File: src/rtl/game_timer_ctrl_pkg.sv
// Shared definitions for the mm:ss play timer: run-state encoding and BCD time layout.
package timer_pkg;

    typedef enum logic [1:0] {
        IDLE    = 2'd0,
        RUNNING = 2'd1,
        PAUSED  = 2'd2,
        DONE    = 2'd3
    } state_e;

    localparam logic [15:0] BCD_MAX  = 16'h9959;
    localparam logic [15:0] BCD_ZERO = 16'h0000;

    typedef struct packed {
        logic [3:0] m_tens;
        logic [3:0] m_ones;
        logic [3:0] s_tens;
        logic [3:0] s_ones;
    } bcd_time_t;

endpackage

File: src/rtl/game_timer_ctrl_if.sv
// Command strobes in, timer/record status out, between game logic and the timer controller.
interface game_timer_ctrl_if;

    logic        start;
    logic        pause;
    logic        stop;
    logic        clear;
    logic [15:0] limit_bcd;
    logic [15:0] time_spent;
    logic [1:0]  state;
    logic        timeout;
    logic        timed_out;
    logic [15:0] best_time;
    logic        best_valid;

    modport master (
        output start, pause, stop, clear, limit_bcd,
        input  time_spent, state, timeout, timed_out, best_time, best_valid
    );

    modport slave (
        input  start, pause, stop, clear, limit_bcd,
        output time_spent, state, timeout, timed_out, best_time, best_valid
    );

endinterface

File: src/rtl/game_timer_ctrl_bcd_time_inc.sv
// Combinational mm:ss BCD incrementer; holds at 99:59, at_max flags a result of 99:59.
module bcd_time_inc
    import timer_pkg::*;
(
    input  logic [15:0] cur,
    output logic [15:0] nxt,
    output logic        at_max
);

    bcd_time_t w_cur;
    bcd_time_t w_nxt;

    assign w_cur = cur;

    always_comb begin
        w_nxt = w_cur;
        if (cur != BCD_MAX) begin
            if (w_cur.s_ones != 4'd9) begin
                w_nxt.s_ones = w_cur.s_ones + 4'd1;
            end else begin
                w_nxt.s_ones = 4'd0;
                if (w_cur.s_tens != 4'd5) begin
                    w_nxt.s_tens = w_cur.s_tens + 4'd1;
                end else begin
                    w_nxt.s_tens = 4'd0;
                    if (w_cur.m_ones != 4'd9) begin
                        w_nxt.m_ones = w_cur.m_ones + 4'd1;
                    end else begin
                        w_nxt.m_ones = 4'd0;
                        w_nxt.m_tens = w_cur.m_tens + 4'd1;
                    end
                end
            end
        end
    end

    assign nxt    = w_nxt;
    assign at_max = (nxt == BCD_MAX);

endmodule

File: src/rtl/game_timer_ctrl.sv
// Play-timer run controller: idle/run/pause/done sequencing, seconds prescaler,
// BCD count with optional limit, and best-solve record.
module game_timer_ctrl
    import timer_pkg::*;
#(
    parameter int unsigned TICK_LEN = 100_000_000
) (
    input  logic              clk,
    input  logic              rst,
    game_timer_ctrl_if.slave  bus
);

    localparam int unsigned     PW         = $clog2(TICK_LEN);
    localparam logic [PW-1:0]   PRESC_LAST = PW'(TICK_LEN - 1);

    state_e        r_state;
    logic [PW-1:0] r_presc;
    logic [15:0]   r_time;
    logic [15:0]   r_limit;
    logic          r_timeout;
    logic          r_timed_out;
    logic [15:0]   r_best;
    logic          r_best_valid;

    state_e        w_state_nxt;
    logic [PW-1:0] w_presc_nxt;
    logic [15:0]   w_time_nxt;
    logic [15:0]   w_limit_nxt;
    logic          w_timeout_nxt;
    logic          w_timed_out_nxt;
    logic [15:0]   w_best_nxt;
    logic          w_best_valid_nxt;

    logic          w_tick;
    logic [15:0]   w_inc;
    logic          w_inc_max;
    logic          w_term;
    logic          w_do_stop;
    logic          w_do_start;
    logic          w_restart;
    logic          w_do_pause;
    logic [15:0]   w_stop_time;

    bcd_time_inc u_inc (
        .cur    (r_time),
        .nxt    (w_inc),
        .at_max (w_inc_max)
    );

    // Command decode: clear > stop > start > pause, lower ones only where legal.
    assign w_do_stop  = !bus.clear && bus.stop && (r_state == RUNNING || r_state == PAUSED);
    assign w_do_start = !bus.clear && !w_do_stop && bus.start;
    assign w_restart  = w_do_start && (r_state != PAUSED);
    assign w_do_pause = !bus.clear && !w_do_stop && !bus.start && bus.pause
                        && (r_state == RUNNING || r_state == PAUSED);

    assign w_tick      = (r_state == RUNNING) && (r_presc == PRESC_LAST);
    assign w_term      = w_tick && (w_inc_max || (r_limit != BCD_ZERO && w_inc == r_limit));
    assign w_stop_time = w_tick ? w_inc : r_time;

    always_ff @(posedge clk) begin
        if (!rst) begin
            r_state <= IDLE;
        end else begin
            r_state <= w_state_nxt;
        end
    end

    always_comb begin
        w_state_nxt = r_state;
        if (bus.clear) begin
            w_state_nxt = IDLE;
        end else if (w_do_stop) begin
            w_state_nxt = DONE;
        end else if (w_do_start) begin
            w_state_nxt = RUNNING;
        end else if (w_term) begin
            w_state_nxt = DONE;
        end else if (w_do_pause) begin
            w_state_nxt = (r_state == RUNNING) ? PAUSED : RUNNING;
        end
    end

    // Datapath next values; a tick coinciding with stop/pause is committed first.
    always_comb begin
        w_presc_nxt      = r_presc;
        w_time_nxt       = r_time;
        w_limit_nxt      = r_limit;
        w_timeout_nxt    = 1'b0;
        w_timed_out_nxt  = r_timed_out;
        w_best_nxt       = r_best;
        w_best_valid_nxt = r_best_valid;
        if (bus.clear) begin
            w_presc_nxt     = '0;
            w_time_nxt      = BCD_ZERO;
            w_timed_out_nxt = 1'b0;
        end else if (w_do_stop) begin
            w_time_nxt = w_stop_time;
            if (!r_best_valid || w_stop_time < r_best) begin
                w_best_nxt       = w_stop_time;
                w_best_valid_nxt = 1'b1;
            end
        end else if (w_restart) begin
            w_presc_nxt     = '0;
            w_time_nxt      = BCD_ZERO;
            w_limit_nxt     = bus.limit_bcd;
            w_timed_out_nxt = 1'b0;
        end else if (r_state == RUNNING) begin
            w_presc_nxt = w_tick ? '0 : r_presc + PW'(1);
            if (w_tick) begin
                w_time_nxt = w_inc;
            end
            if (w_term) begin
                w_timeout_nxt   = 1'b1;
                w_timed_out_nxt = 1'b1;
            end
        end
    end

    always_ff @(posedge clk) begin
        if (!rst) begin
            r_presc      <= '0;
            r_time       <= BCD_ZERO;
            r_limit      <= BCD_ZERO;
            r_timeout    <= 1'b0;
            r_timed_out  <= 1'b0;
            r_best       <= BCD_ZERO;
            r_best_valid <= 1'b0;
        end else begin
            r_presc      <= w_presc_nxt;
            r_time       <= w_time_nxt;
            r_limit      <= w_limit_nxt;
            r_timeout    <= w_timeout_nxt;
            r_timed_out  <= w_timed_out_nxt;
            r_best       <= w_best_nxt;
            r_best_valid <= w_best_valid_nxt;
        end
    end

    assign bus.time_spent = r_time;
    assign bus.state      = r_state;
    assign bus.timeout    = r_timeout;
    assign bus.timed_out  = r_timed_out;
    assign bus.best_time  = r_best;
    assign bus.best_valid = r_best_valid;

endmodule

File: src/flat_wrapper.sv
// flat-port wrapper written by rule: the top's interface ports become plain ports
module game_timer_ctrl_flat import timer_pkg::*;
#(
    parameter int unsigned TICK_LEN = 100_000_000
)
  (clk, rst, bus_start, bus_pause, bus_stop, bus_clear, bus_limit_bcd, bus_time_spent, bus_state, bus_timeout, bus_timed_out, bus_best_time, bus_best_valid);
  game_timer_ctrl_if bus_i ();
  input  logic clk;
  input  logic rst;
  input wire logic [$bits(bus_i.start)-1:0] bus_start;
  input wire logic [$bits(bus_i.pause)-1:0] bus_pause;
  input wire logic [$bits(bus_i.stop)-1:0] bus_stop;
  input wire logic [$bits(bus_i.clear)-1:0] bus_clear;
  input wire logic [$bits(bus_i.limit_bcd)-1:0] bus_limit_bcd;
  output wire logic [$bits(bus_i.time_spent)-1:0] bus_time_spent;
  output wire logic [$bits(bus_i.state)-1:0] bus_state;
  output wire logic [$bits(bus_i.timeout)-1:0] bus_timeout;
  output wire logic [$bits(bus_i.timed_out)-1:0] bus_timed_out;
  output wire logic [$bits(bus_i.best_time)-1:0] bus_best_time;
  output wire logic [$bits(bus_i.best_valid)-1:0] bus_best_valid;
  assign bus_i.start = bus_start;
  assign bus_i.pause = bus_pause;
  assign bus_i.stop = bus_stop;
  assign bus_i.clear = bus_clear;
  assign bus_i.limit_bcd = bus_limit_bcd;
  assign bus_time_spent = bus_i.time_spent;
  assign bus_state = bus_i.state;
  assign bus_timeout = bus_i.timeout;
  assign bus_timed_out = bus_i.timed_out;
  assign bus_best_time = bus_i.best_time;
  assign bus_best_valid = bus_i.best_valid;
  game_timer_ctrl #(.TICK_LEN(TICK_LEN)) u_core (.clk(clk), .rst(rst), .bus(bus_i));
endmodule
File: config.mk
export PLATFORM = sky130hd
export DESIGN_NAME = game_timer_ctrl_flat
export DESIGN_NICKNAME = d
export VERILOG_FILES = /design/src/rtl/game_timer_ctrl_pkg.sv /design/src/rtl/game_timer_ctrl_if.sv /design/src/rtl/game_timer_ctrl_bcd_time_inc.sv /design/src/rtl/game_timer_ctrl.sv /design/src/flat_wrapper.sv
export SDC_FILE = /design/constraint.sdc
export NUM_CORES = 1
export LEC_CHECK = 0
export ABC_AREA = 0
export CORE_ASPECT_RATIO = 0.6
export CORE_MARGIN = 2
export CORE_UTILIZATION = 61
export DETAILED_ROUTE_END_ITERATION = 16
export PLACE_DENSITY = 0.86
export SYNTH_ARGS = -nofsm -noshare
export SYNTH_HDL_FRONTEND = slang
export SYNTH_SLANG_ARGS = --single-unit
File: constraint.sdc
create_clock -name clk -period 6.6 [get_ports clk]
set_input_delay 1.32 -clock clk [delete_from_list [all_inputs] [get_ports clk]]
set_output_delay 1.32 -clock clk [all_outputs]
set_load 0.01 [all_outputs]
==> impl_metrics.tcl, run 1 <==
set metrics [dict create \
    numClockSinks 80 \
    cts_setup_buffers 0 \
    postLayoutCoreUtil_pct 75.63 \
    yosysWarningCount 0 \
    final_hold_viol_count 0 \
    num_vias 4927 \
    end_kind "flop" \
    gp_congestion 1.013 \
    p_leak_nw 2.093 \
    r2r_cells 14 \
    grt_usage_pct 32.44 \
    io-pin-count 59 \
    synth-seq-area-share_pct 31.25 \
    rsz0062_at_grt "no" \
    synth-xor-area-share_pct 7.642 \
    path_max_fanout 11 \
    stdcell_area_um2 6056 \
    status "finished clean" \
    hold_path_depth 2 \
    ys.flop_type "dfxtp_1" \
    rows 25 \
    crit_top_cell "a21oi_1" \
    cts.htree.levels 3 \
    report.final.slew_viol_count 0 \
    setup_viol 0 \
    synthAdderAreaFrac_pct 5.371 \
    grt_max_degree 36 \
    synth_top_family_by_area "simple AND/OR/NAND/NOR gates" \
    synth_edf_count 0 \
    final_layout_size_suffix_gt1_share_pct 5.970 \
    ys_seq_elements 80 \
    start_util_pct 64.00 \
    grt_pass1_vias 4505 \
    post_cts_resized 0 \
    worst_slew_pin_slew_ns 1.151 \
    hold_class "flop to flop" \
    fp.dieH_um 75 \
    crit_path_max_incr_delay_ns 0.85 \
    die_area_um2 9175 \
    clk_pin_slew_worst_paths_ns 0.06 \
    nNetsFinal 709 \
    crit_arrival_ns 5.26 \
    n_antenna_cell 0 \
    post-route-period-util_pct 76.10 \
    dpl.hpwl_mm 10.61 \
    dieWidth_um 122.3 \
    synthCells 617 \
    async_flop_share_pct 0 \
    route.detailed.wl_per_inst_um 18.43 \
    cts_tree "yes" \
    peakVddDrop_v 0.0001254 \
    yosysUniqueCellTypes 71 \
    layout_min_cycle_time_ns 5.023 \
    avgSynthCellArea_um2 8.306 \
    finalClockSkew_ns 0.007639 \
    cap_violations 0 \
    grt_overflow 0 \
    crit_required_ns 6.83 \
    grt_first_pass_wirelength_mm 22.80 \
    regArea_um2 1602 \
    path_cells "ha_1 -> nand3b_1 -> nor4_1 -> a21oi_1 -> a21oi_1 -> ha_1 -> a21o_1 -> a21o_1 -> a21oi_1 -> o221ai_1 -> nor3_2 -> buf_4 -> mux2i_1 -> nor2b_1" \
    syn_area_um2 5125 \
    synth_compound_area_share_pct 15.45 \
    firstDrtPassIters 5 \
    multi_input_area_um2 3286 \
    synthMuxAreaShare_pct 4.102 \
    p_per_area_nw_per_um2 178.1 \
    fmax_ghz 0.1991 \
    core_um2 8008 \
    placed_area_um2 5768 \
    clk_path_buf_depth 2 \
    avgViaCountPerCell 6.333 \
    start_kind "flop" \
    synthSimpleGateAreaFrac_pct 31.32 \
    hold_ws_ns 0.4629 \
    drc 0 \
    routed_wl_mm 14.34 \
    crit_type "flop to flop" \
    fillCellCount 602 \
    numCtsBuffers 9 \
    io_buffers 58 \
    setup-tns-final_ns 0 \
    drt_iter0_markers 651 \
    syn_nets 661 \
    insertion_delay_ns 0.35 \
    syn2layout_area_growth_pct 18.16 \
    ant_nets 0 \
    slowest_stage "nor4_1" \
    ctsHoldBuffers 0 \
    antenna_found_initial 0 \
    clockRootBuffer "clkbuf_16" \
    relSlewSlack_pct 22.96 \
]
## sequential cells by signal, indices dropped and copies added (netlist names)
register,cells
u_core.bus.best_time,16
u_core.bus.best_valid,1
u_core.bus.state,2
u_core.bus.time_spent,16
u_core.bus.timed_out,1
u_core.bus.timeout,1
u_core.r_limit,16
u_core.r_presc,27
## layer usage
layer / routed length, um / track usage [%] / vias up
met1: 6536 / 47.86 / 2293
met3: 1685 / 8.636 / 30
met5: 0 / 0 / -
li1: - / - / 2317
met2: 5891 / 47.10 / 287
met4: 227 / 7.918 / 0
## logic make-up after synthesis
family	Yosys count
simple gates	281
compound gates	112
flops	80
buf+inv	58
xor+xnor	43
fa+ha+maj	22
mux	21
## report_power, final
group,switching [W],leakage [nW],internal (W)
Combinational,0.0000505,1.31,0.0000421
Clock,0.000225,0.139,0.000263
Sequential,0.00000863,0.646,0.000489
Total,0.000284,2.09,0.000794
## layout by cell type (no fill, tap or decap), types with 3 or more instances in the layout
cell | Yosys | final
buf_4 | 1 | 7
nand3_1 | 15 | 15
o31ai_1 | 6 | 6
nand4_1 | 20 | 20
a21oi_1 | 17 | 17
o211ai_1 | 3 | 3
xnor2_1 | 22 | 22
nand2_1 | 66 | 66
and3_1 | 9 | 9
nor2b_1 | 19 | 19
and2_1 | 20 | 20
and3b_1 | 3 | 3
nand4b_1 | 10 | 10
nor4_1 | 11 | 11
or3_1 | 10 | 10
inv_6 | 0 | 3
nand3b_1 | 4 | 4
dfxtp_1 | 80 | 80
and4_1 | 3 | 3
o21ai_0 | 22 | 22
or3b_2 | 3 | 3
o21a_1 | 4 | 4
mux2i_1 | 21 | 21
nand2b_1 | 9 | 9
nor3b_1 | 3 | 3
inv_1 | 30 | 30
nor2_1 | 42 | 42
clkdlybuf4s50_1 | 0 | 58
a21o_1 | 11 | 11
a21boi_0 | 17 | 17
ha_1 | 22 | 22
xor2_1 | 20 | 20
a31oi_1 | 4 | 4
clkbuf_16 | 0 | 9
nor3_1 | 13 | 12
or4_1 | 4 | 4
## Yosys cell counts, types with 9 or more instances
library cell	instances	share of area, %
and2_1	20	2.4
nor3_1	13	1.3
a21oi_1	17	1.7
xnor2_1	22	3.8
nand3_1	15	1.5
nand4b_1	10	1.7
nor2b_1	19	2.3
clkbuf_1	15	1.1
a21boi_0	17	2.5
nor4_1	11	1.3
dfxtp_1	80	31
and3_1	9	1.1
nor2_1	42	3.1
inv_1	30	2.2
mux2i_1	21	4.1
nand2_1	66	4.8
o21ai_0	22	2.1
nand4_1	20	2.4
or3_1	10	1.2
ha_1	22	5.4
buf_2	10	0.98
a21o_1	11	1.6
xor2_1	20	3.4
nand2b_1	9	1.1
## critical path: cells and delay by family (launching register included)
family / cells / cell delay [ns]
AND/OR/NAND/NOR: 4 / 2.05
flip-flops: 1 / 0.47
adder cells (fa/ha/maj): 2 / 0.65
multiplexers: 1 / 0.23
AO/OA/AOI/OAI: 6 / 1.17
buffers and inverters: 1 / 0.34
## per-stage QoR
step	total power, W	std cells	setup WS (ns)
2_1_floorplan	0.0005601	617	2.817
3_3_place_gp	0.0005954	762	2.134
3_5_place_dp	0.0005982	762	1.813
4_1_cts	0.001082	778	1.681
5_1_grt	0.001110	778	1.078
6_report	0.001078	778	1.577
## area by class of cell
cell class | count | area share, %
Multi-Input combinational cell | 479 | 54.26
Sequential cell | 80 | 26.45
Timing Repair Buffer | 65 | 10.45
Clock buffer | 9 | 3.719
Tap cell | 108 | 2.231
Inverter | 30 | 1.860
Clock inverter | 7 | 1.033
## path summary, 6_finish.rpt
check | startpoint | end | slack (ns)
setup / recovery | u_core.bus.time_spent[0]$_SDFFE_PP0P_ | u_core.bus.best_time[15]$_SDFFE_PN0P_ | 1.58
hold reg to reg | u_core.bus.timed_out$_SDFFE_PP0P_ | u_core.bus.timed_out$_SDFFE_PP0P_ | 0.46
hold / removal | u_core.bus.timed_out$_SDFFE_PP0P_ | u_core.bus.timed_out$_SDFFE_PP0P_ | 0.46
setup reg to reg | u_core.bus.time_spent[0]$_SDFFE_PP0P_ | u_core.bus.best_time[15]$_SDFFE_PN0P_ | 1.58
No activity file was read; power rests on OpenSTA's default activity.
==> inputs of run 2 (changes only) <==
--- a/config.mk
+++ b/config.mk
@@ -8,9 +8,9 @@
 export ABC_AREA = 0
 export CORE_ASPECT_RATIO = 0.6
 export CORE_MARGIN = 2
-export CORE_UTILIZATION = 61
+export CORE_UTILIZATION = 51
 export DETAILED_ROUTE_END_ITERATION = 16
-export PLACE_DENSITY = 0.86
+export PLACE_DENSITY = 0.77
 export SYNTH_ARGS = -nofsm -noshare
 export SYNTH_HDL_FRONTEND = slang
 export SYNTH_SLANG_ARGS = --single-unit
==> constraint.sdc (replaced) <==
create_clock -name clk -period 4.1 [get_ports clk]
set_input_delay 0.82 -clock clk [delete_from_list [all_inputs] [get_ports clk]]
set_output_delay 0.82 -clock clk [all_outputs]
set_load 0.01 [all_outputs]
==> run 2 against run 1 <==
  * Via count fell by 0.45%
  * Largest power group is now the clock network
  * Final cell count increased by 5.1%
  * Critical path type unchanged
  * Sequential power is 61% higher
  * Worst hold slack better by 0.0090 ns
==> impl_metrics.tcl, run 2 (synthesized netlist as in run 1, its figures left out) <==
set metrics [dict create \
    status "finished clean" \
    post-route-period-util_pct 94.13 \
    drc 0 \
    core_um2 9809 \
    numClockSinks 80 \
    r2r_cells 15 \
    layout_commonest_cell "dfxtp_1" \
    ctsHoldBuffers 0 \
    crit_type "flop to flop" \
    top_register "u_core.r_presc" \
    p_clk_share_pct 48.5 \
    crit_required_ns 4.34 \
    routed_wl_mm 14.50 \
    p_leak_nw 2.186 \
    layout_min_cycle_time_ns 3.859 \
    rows 28 \
    route.detailed.wl_per_inst_um 17.72 \
    sw_frac_of_total_pct 22.22 \
    p_sw_w 0.0004124 \
    avgViaCountPerCell 5.996 \
    numCtsBuffers 9 \
    slowest_stage "dfxtp_1" \
    largest_reg_flops 27 \
    worst_slew_pin_slew_ns 0.6998 \
    io_buffers 58 \
    rsz0062_at_grt "no" \
    gp_congestion 0.9379 \
    path_max_fanout 17 \
    r2r_start "u_core.bus.time_spent[0]$_SDFFE_PP0P_" \
    setup_viol 0 \
    hold_class "flop to flop" \
    regToRegSetupSlack_ns 0.24 \
    finalClockSkew_ns 0.008106 \
    comb_power_share_pct 8.3 \
    rr_endpoint "u_core.bus.best_time[12]$_SDFFE_PN0P_" \
    crit_arrival_ns 4.10 \
    cts_tree "yes" \
    start_util_pct 52.24 \
    final_hold_viol_count 0 \
    critical_path.endpoint "u_core.bus.best_time[12]$_SDFFE_PN0P_" \
    antenna_found_initial 0 \
    nNetsFinal 722 \
    grt_overflow 0 \
    grt_max_degree 30 \
    crit_top_cell "a21o_1" \
    clk_path_buf_depth 2 \
    cts.htree.levels 3 \
    dieWidth_um 133.4 \
    io-pin-count 59 \
    start_kind "flop" \
    p_per_area_nw_per_um2 296.3 \
    ant_nets 0 \
    grt_usage_pct 27.35 \
    crit_path_max_incr_delay_ns 0.52 \
    clockRootBuffer "clkbuf_16" \
    cap_violations 0 \
    num_vias 4905 \
    syn2layout_area_growth_pct 22.24 \
    grt_pass1_vias 4497 \
    setup-tns-final_ns 0 \
    p_total_w 0.001856 \
    insertion_delay_ns 0.34 \
    grt_first_pass_wirelength_mm 23.27 \
    end_kind "flop" \
    firstDrtPassIters 5 \
    relSlewSlack_pct 53.03 \
    seq_power_share_pct 43.2 \
    die_area_um2 10890 \
    n_antenna_cell 0 \
    intPower_w 0.001444 \
    fmax_ghz 0.2591 \
    final_cell_mix "80 x dfxtp_1, 66 x nand2_1, 58 x clkdlybuf4s50_1" \
    critical_path_cell_count 15 \
    clk_pin_slew_worst_paths_ns 0.06 \
    final_layout_size_suffix_gt1_share_pct 8.053 \
    path_cells "ha_2 -> and3b_1 -> nand3_1 -> nor4_2 -> nand2_1 -> o21ai_0 -> ha_1 -> a21o_1 -> a21o_1 -> a21oi_1 -> o221ai_1 -> nor3_2 -> buf_12 -> mux2i_1 -> nor2b_1" \
    fp.dieH_um 81.65 \
    path_delay_family "simple AND/OR/NAND/NOR gates" \
    dpl.hpwl_mm 11.18 \
    report.final.slew_viol_count 0 \
    peakVddDrop_v 0.0002183 \
    drt_iter0_markers 524 \
    startpoint "u_core.bus.time_spent[0]$_SDFFE_PP0P_" \
    worstPathBufferInverterCount 1 \
]
[run 2: routing by layer]
metal	share of wire [%]	GRT usage, %	vias up
met3	9.4	8.025	23
met1	49	39.18	2326
met4	1.4	8.085	0
met5	0	0	-
li1	-	-	2335
met2	40	39.69	221
[run 2: worst min path at each step]
stage                                            from                           endpoint  slack, ns  cells after the start
global placement    u_core.bus.timed_out$_SDFFE_PP0P_  u_core.bus.timed_out$_SDFFE_PP0P_       0.44                      2
global route        u_core.bus.timed_out$_SDFFE_PP0P_  u_core.bus.timed_out$_SDFFE_PP0P_       0.51                      2
floorplan             u_core.r_presc[16]$_SDFFE_PP0P_    u_core.r_presc[16]$_SDFFE_PP0P_       0.44                      2
detailed placement  u_core.bus.timed_out$_SDFFE_PP0P_  u_core.bus.timed_out$_SDFFE_PP0P_       0.46                      2
CTS                 u_core.bus.timed_out$_SDFFE_PP0P_  u_core.bus.timed_out$_SDFFE_PP0P_       0.47                      2
finish              u_core.bus.timed_out$_SDFFE_PP0P_  u_core.bus.timed_out$_SDFFE_PP0P_       0.47                      2
[run 2: timing repair]
action	in CTS	in global routing
setup endpoints to repair	0	16
buffers inserted	0	1
gates resized for setup	0	4
[run 2: stage by stage]
stage | area, um^2 | instances | worst slack [ns] | util, % | hold slack, ns
after floorplan | 5125 | 617 | 0.3174 | - | 0.4440
after global placement | 5904 | 801 | 0.1550 | 60.19 | 0.4393
after detailed placement | 5904 | 801 | 0.1805 | 60.19 | 0.4616
after CTS | 6238 | 817 | 0.1215 | 63.60 | 0.4700
after global routing | 6265 | 818 | 0.03069 | 63.86 | 0.5070
final | 6265 | 818 | 0.2406 | 63.86 | 0.4720
[run 2: power groups by stage]
stage / logic (W) / clock network (W) / registers (W)
floorplan: 0.0000857 / 0 / 0.000816
global placement: 0.000148 / 0 / 0.000818
detailed placement: 0.000150 / 0 / 0.000819
CTS: 0.000151 / 0.000911 / 0.000802
global route: 0.000167 / 0.000946 / 0.000803
finish: 0.000154 / 0.000900 / 0.000803
[run 2: area by class of cell]
type | count | area (um^2)
fillers | 835 | 3545
multi-input cells | 479 | 3304
flip-flops and latches | 80 | 1602
clock buffers | 14 | 274.0
inverters | 30 | 112.6
clock inverters | 2 | 60.06
repair buffers | 78 | 743.2
well taps | 135 | 168.9
[run 2: worst register-to-register path: cells and delay by family, from the launching register on]
family | cells | cell delay [ns]
simple gates | 6 | 1.25
compound gates | 5 | 0.87
fa+ha+maj | 2 | 0.68
flops | 1 | 0.52
mux | 1 | 0.23
buf+inv | 1 | 0.21
==> inputs of run 3 (changes only) <==
--- a/config.mk
+++ b/config.mk
@@ -7,10 +7,11 @@
 export LEC_CHECK = 0
 export ABC_AREA = 0
 export CORE_ASPECT_RATIO = 0.6
-export CORE_MARGIN = 2
+export CORE_MARGIN = 1.5
 export CORE_UTILIZATION = 51
 export DETAILED_ROUTE_END_ITERATION = 16
 export PLACE_DENSITY = 0.77
+export SLEW_MARGIN = 20
 export SYNTH_ARGS = -nofsm -noshare
 export SYNTH_HDL_FRONTEND = slang
 export SYNTH_SLANG_ARGS = --single-unit
==> run 3 against run 2 <==
  * Die area is 2.0% lower
  * Global-route usage increased by 0.72 points
  * Core utilization is 0.43 points lower
  * Worst hold slack better by 0.011 ns
  * Cell area shrank 0.68%
  * Sequential share of layout area rose by 0.17 points
  * Sequential power hardly changed
  * First-iteration DRC count is 7.1% higher
  * Critical path depth decreased by 1
  * Wire length increased by 1.7%
  * Largest cell class unchanged
  * Highest routed layer unchanged
==> impl_metrics.tcl, run 3 (synthesized netlist as in run 1, its figures left out) <==
set metrics [dict create \
    firstDrtPassIters 5 \
    peakVddDrop_v 0.0002177 \
    fmax_ghz 0.2606 \
    clk_path_buf_depth 2 \
    syn2layout_area_growth_pct 21.41 \
    largest_reg_flops 27 \
    p_total_w 0.001808 \
    placedCellCount 802 \
    avgViaCountPerCell 6.078 \
    setup-tns-final_ns 0 \
    report.final.slew_viol_count 0 \
    slowest_stage "dfxtp_1" \
    relSlewSlack_pct 51.18 \
    final_hold_viol_count 0 \
    p_leak_nw 2.185 \
    crit_type "flop to flop" \
    dpl.hpwl_mm 11.19 \
    num_vias 4960 \
    io_buffers 58 \
    die_area_um2 10680 \
    numClockSinks 80 \
    ctsHoldBuffers 0 \
    nNetsFinal 722 \
    grt_first_pass_wirelength_mm 23.20 \
    grt_pass1_vias 4475 \
    insertion_delay_ns 0.35 \
    fin_ws_ns 0.2623 \
    clockRootBuffer "clkbuf_16" \
    place_ws_ns 0.1341 \
    grt_usage_pct 28.06 \
    layout_commonest_cell "dfxtp_1" \
    cts_setup_buffers 0 \
    status "finished clean" \
    setup_viol 0 \
    rows 28 \
    finalClockSkew_ns 0.005726 \
    core_um2 9809 \
    dieWidth_um 132.4 \
    crit_required_ns 4.34 \
    route.detailed.wl_per_inst_um 18.07 \
    path_max_fanout 9 \
    cap_violations 0 \
    fillCellCount 813 \
    routed_wl_mm 14.74 \
    drc 0 \
    p_per_area_nw_per_um2 290.5 \
    io-pin-count 59 \
    drt_iter0_markers 561 \
    top_register "u_core.r_presc" \
    crit_path_max_incr_delay_ns 0.51 \
    final_cell_mix "80 x dfxtp_1, 66 x nand2_1, 58 x clkdlybuf4s50_1" \
    start_util_pct 52.24 \
    start_kind "flop" \
    post-route-period-util_pct 93.60 \
    cts.htree.levels 3 \
    post_cts_resized 0 \
    crit_arrival_ns 4.08 \
    hold_class "flop to flop" \
    final_layout_size_suffix_gt1_share_pct 7.636 \
    gp_congestion 0.9438 \
    ant_nets 0 \
    worst_slew_pin_slew_ns 0.7221 \
    fp.dieH_um 80.65 \
    grt_overflow 0 \
    n_antenna_cell 0 \
    cts_tree "yes" \
    antenna_found_initial 0 \
    numCtsBuffers 9 \
    grt_max_degree 34 \
    rsz0062_at_grt "no" \
    layout_min_cycle_time_ns 3.838 \
    stdcell_count 816 \
    clk_pin_slew_worst_paths_ns 0.06 \
    path_cells "ha_1 -> and3b_1 -> nand3_1 -> nor4_4 -> o21ai_0 -> ha_1 -> a21o_1 -> a21o_1 -> a21oi_1 -> o221ai_1 -> nor3_2 -> buf_4 -> mux2i_1 -> nor2b_1" \
    end_kind "flop" \
]
## run 3: final cells by class
class                      instances  area [um^2]  share of cell area (%)
clock inverter                     3        68.82                   1.106
clock buffer                      11        232.7                   3.740
multi-input combinational        479         3307                   53.15
timing repair buffer              78        730.7                   11.74
sequential                        80         1602                   25.74
tap                              135        168.9                   2.715
inverter                          30        112.6                   1.810
## run 3: worst paths after layout
path | start | to | slack [ns] | cells past startpoint
setup / recovery | u_core.bus.time_spent[0]$_SDFFE_PP0P_ | u_core.bus.best_time[10]$_SDFFE_PN0P_ | 0.26 | 14
hold / removal | u_core.r_limit[3]$_SDFFE_PN0P_ | u_core.r_limit[3]$_SDFFE_PN0P_ | 0.48 | 2
setup reg to reg | u_core.bus.time_spent[0]$_SDFFE_PP0P_ | u_core.bus.best_time[10]$_SDFFE_PN0P_ | 0.26 | 14
hold reg to reg | u_core.r_limit[3]$_SDFFE_PN0P_ | u_core.r_limit[3]$_SDFFE_PN0P_ | 0.48 | 2
## run 3: worst max-delay path, delay by kind of cell (launching register included)
family                   cells  cell delay (ns)
AND/OR/NAND/NOR              5             1.17
AO/OA/AOI/OAI                5             0.90
adder cells (fa/ha/maj)      2             0.72
flip-flops                   1             0.51
buffers and inverters        1             0.23
multiplexers                 1             0.20
## run 3: metrics by stage
| step | util [%] | hold WS [ns] | instance area (um^2) |
|---|---|---|---|
| 2_1_floorplan | - | 0.4440 | 5125 |
| 3_3_place_gp | 60.14 | 0.4568 | 5899 |
| 3_5_place_dp | 60.14 | 0.4697 | 5899 |
| 4_1_cts | 63.21 | 0.4778 | 6201 |
| 5_1_grt | 63.43 | 0.5018 | 6222 |
| 6_report | 63.43 | 0.4826 | 6222 |
## run 3: per-layer routing
layer / up-vias / track usage, % / routed length (um)
met1: 2321 / 39.92 / 6872
met5: - / 0 / 0
met3: 32 / 10.10 / 1685
met4: 0 / 8.022 / 231
li1: 2342 / - / -
met2: 265 / 39.27 / 5955
## run 3: report_power, final
group	leakage (nW)	total, W	switching, W	internal [W]
logic	1.39	0.000156	0.0000846	0.0000710
registers	0.646	0.000803	0.0000145	0.000788
clock network	0.146	0.000849	0.000321	0.000528
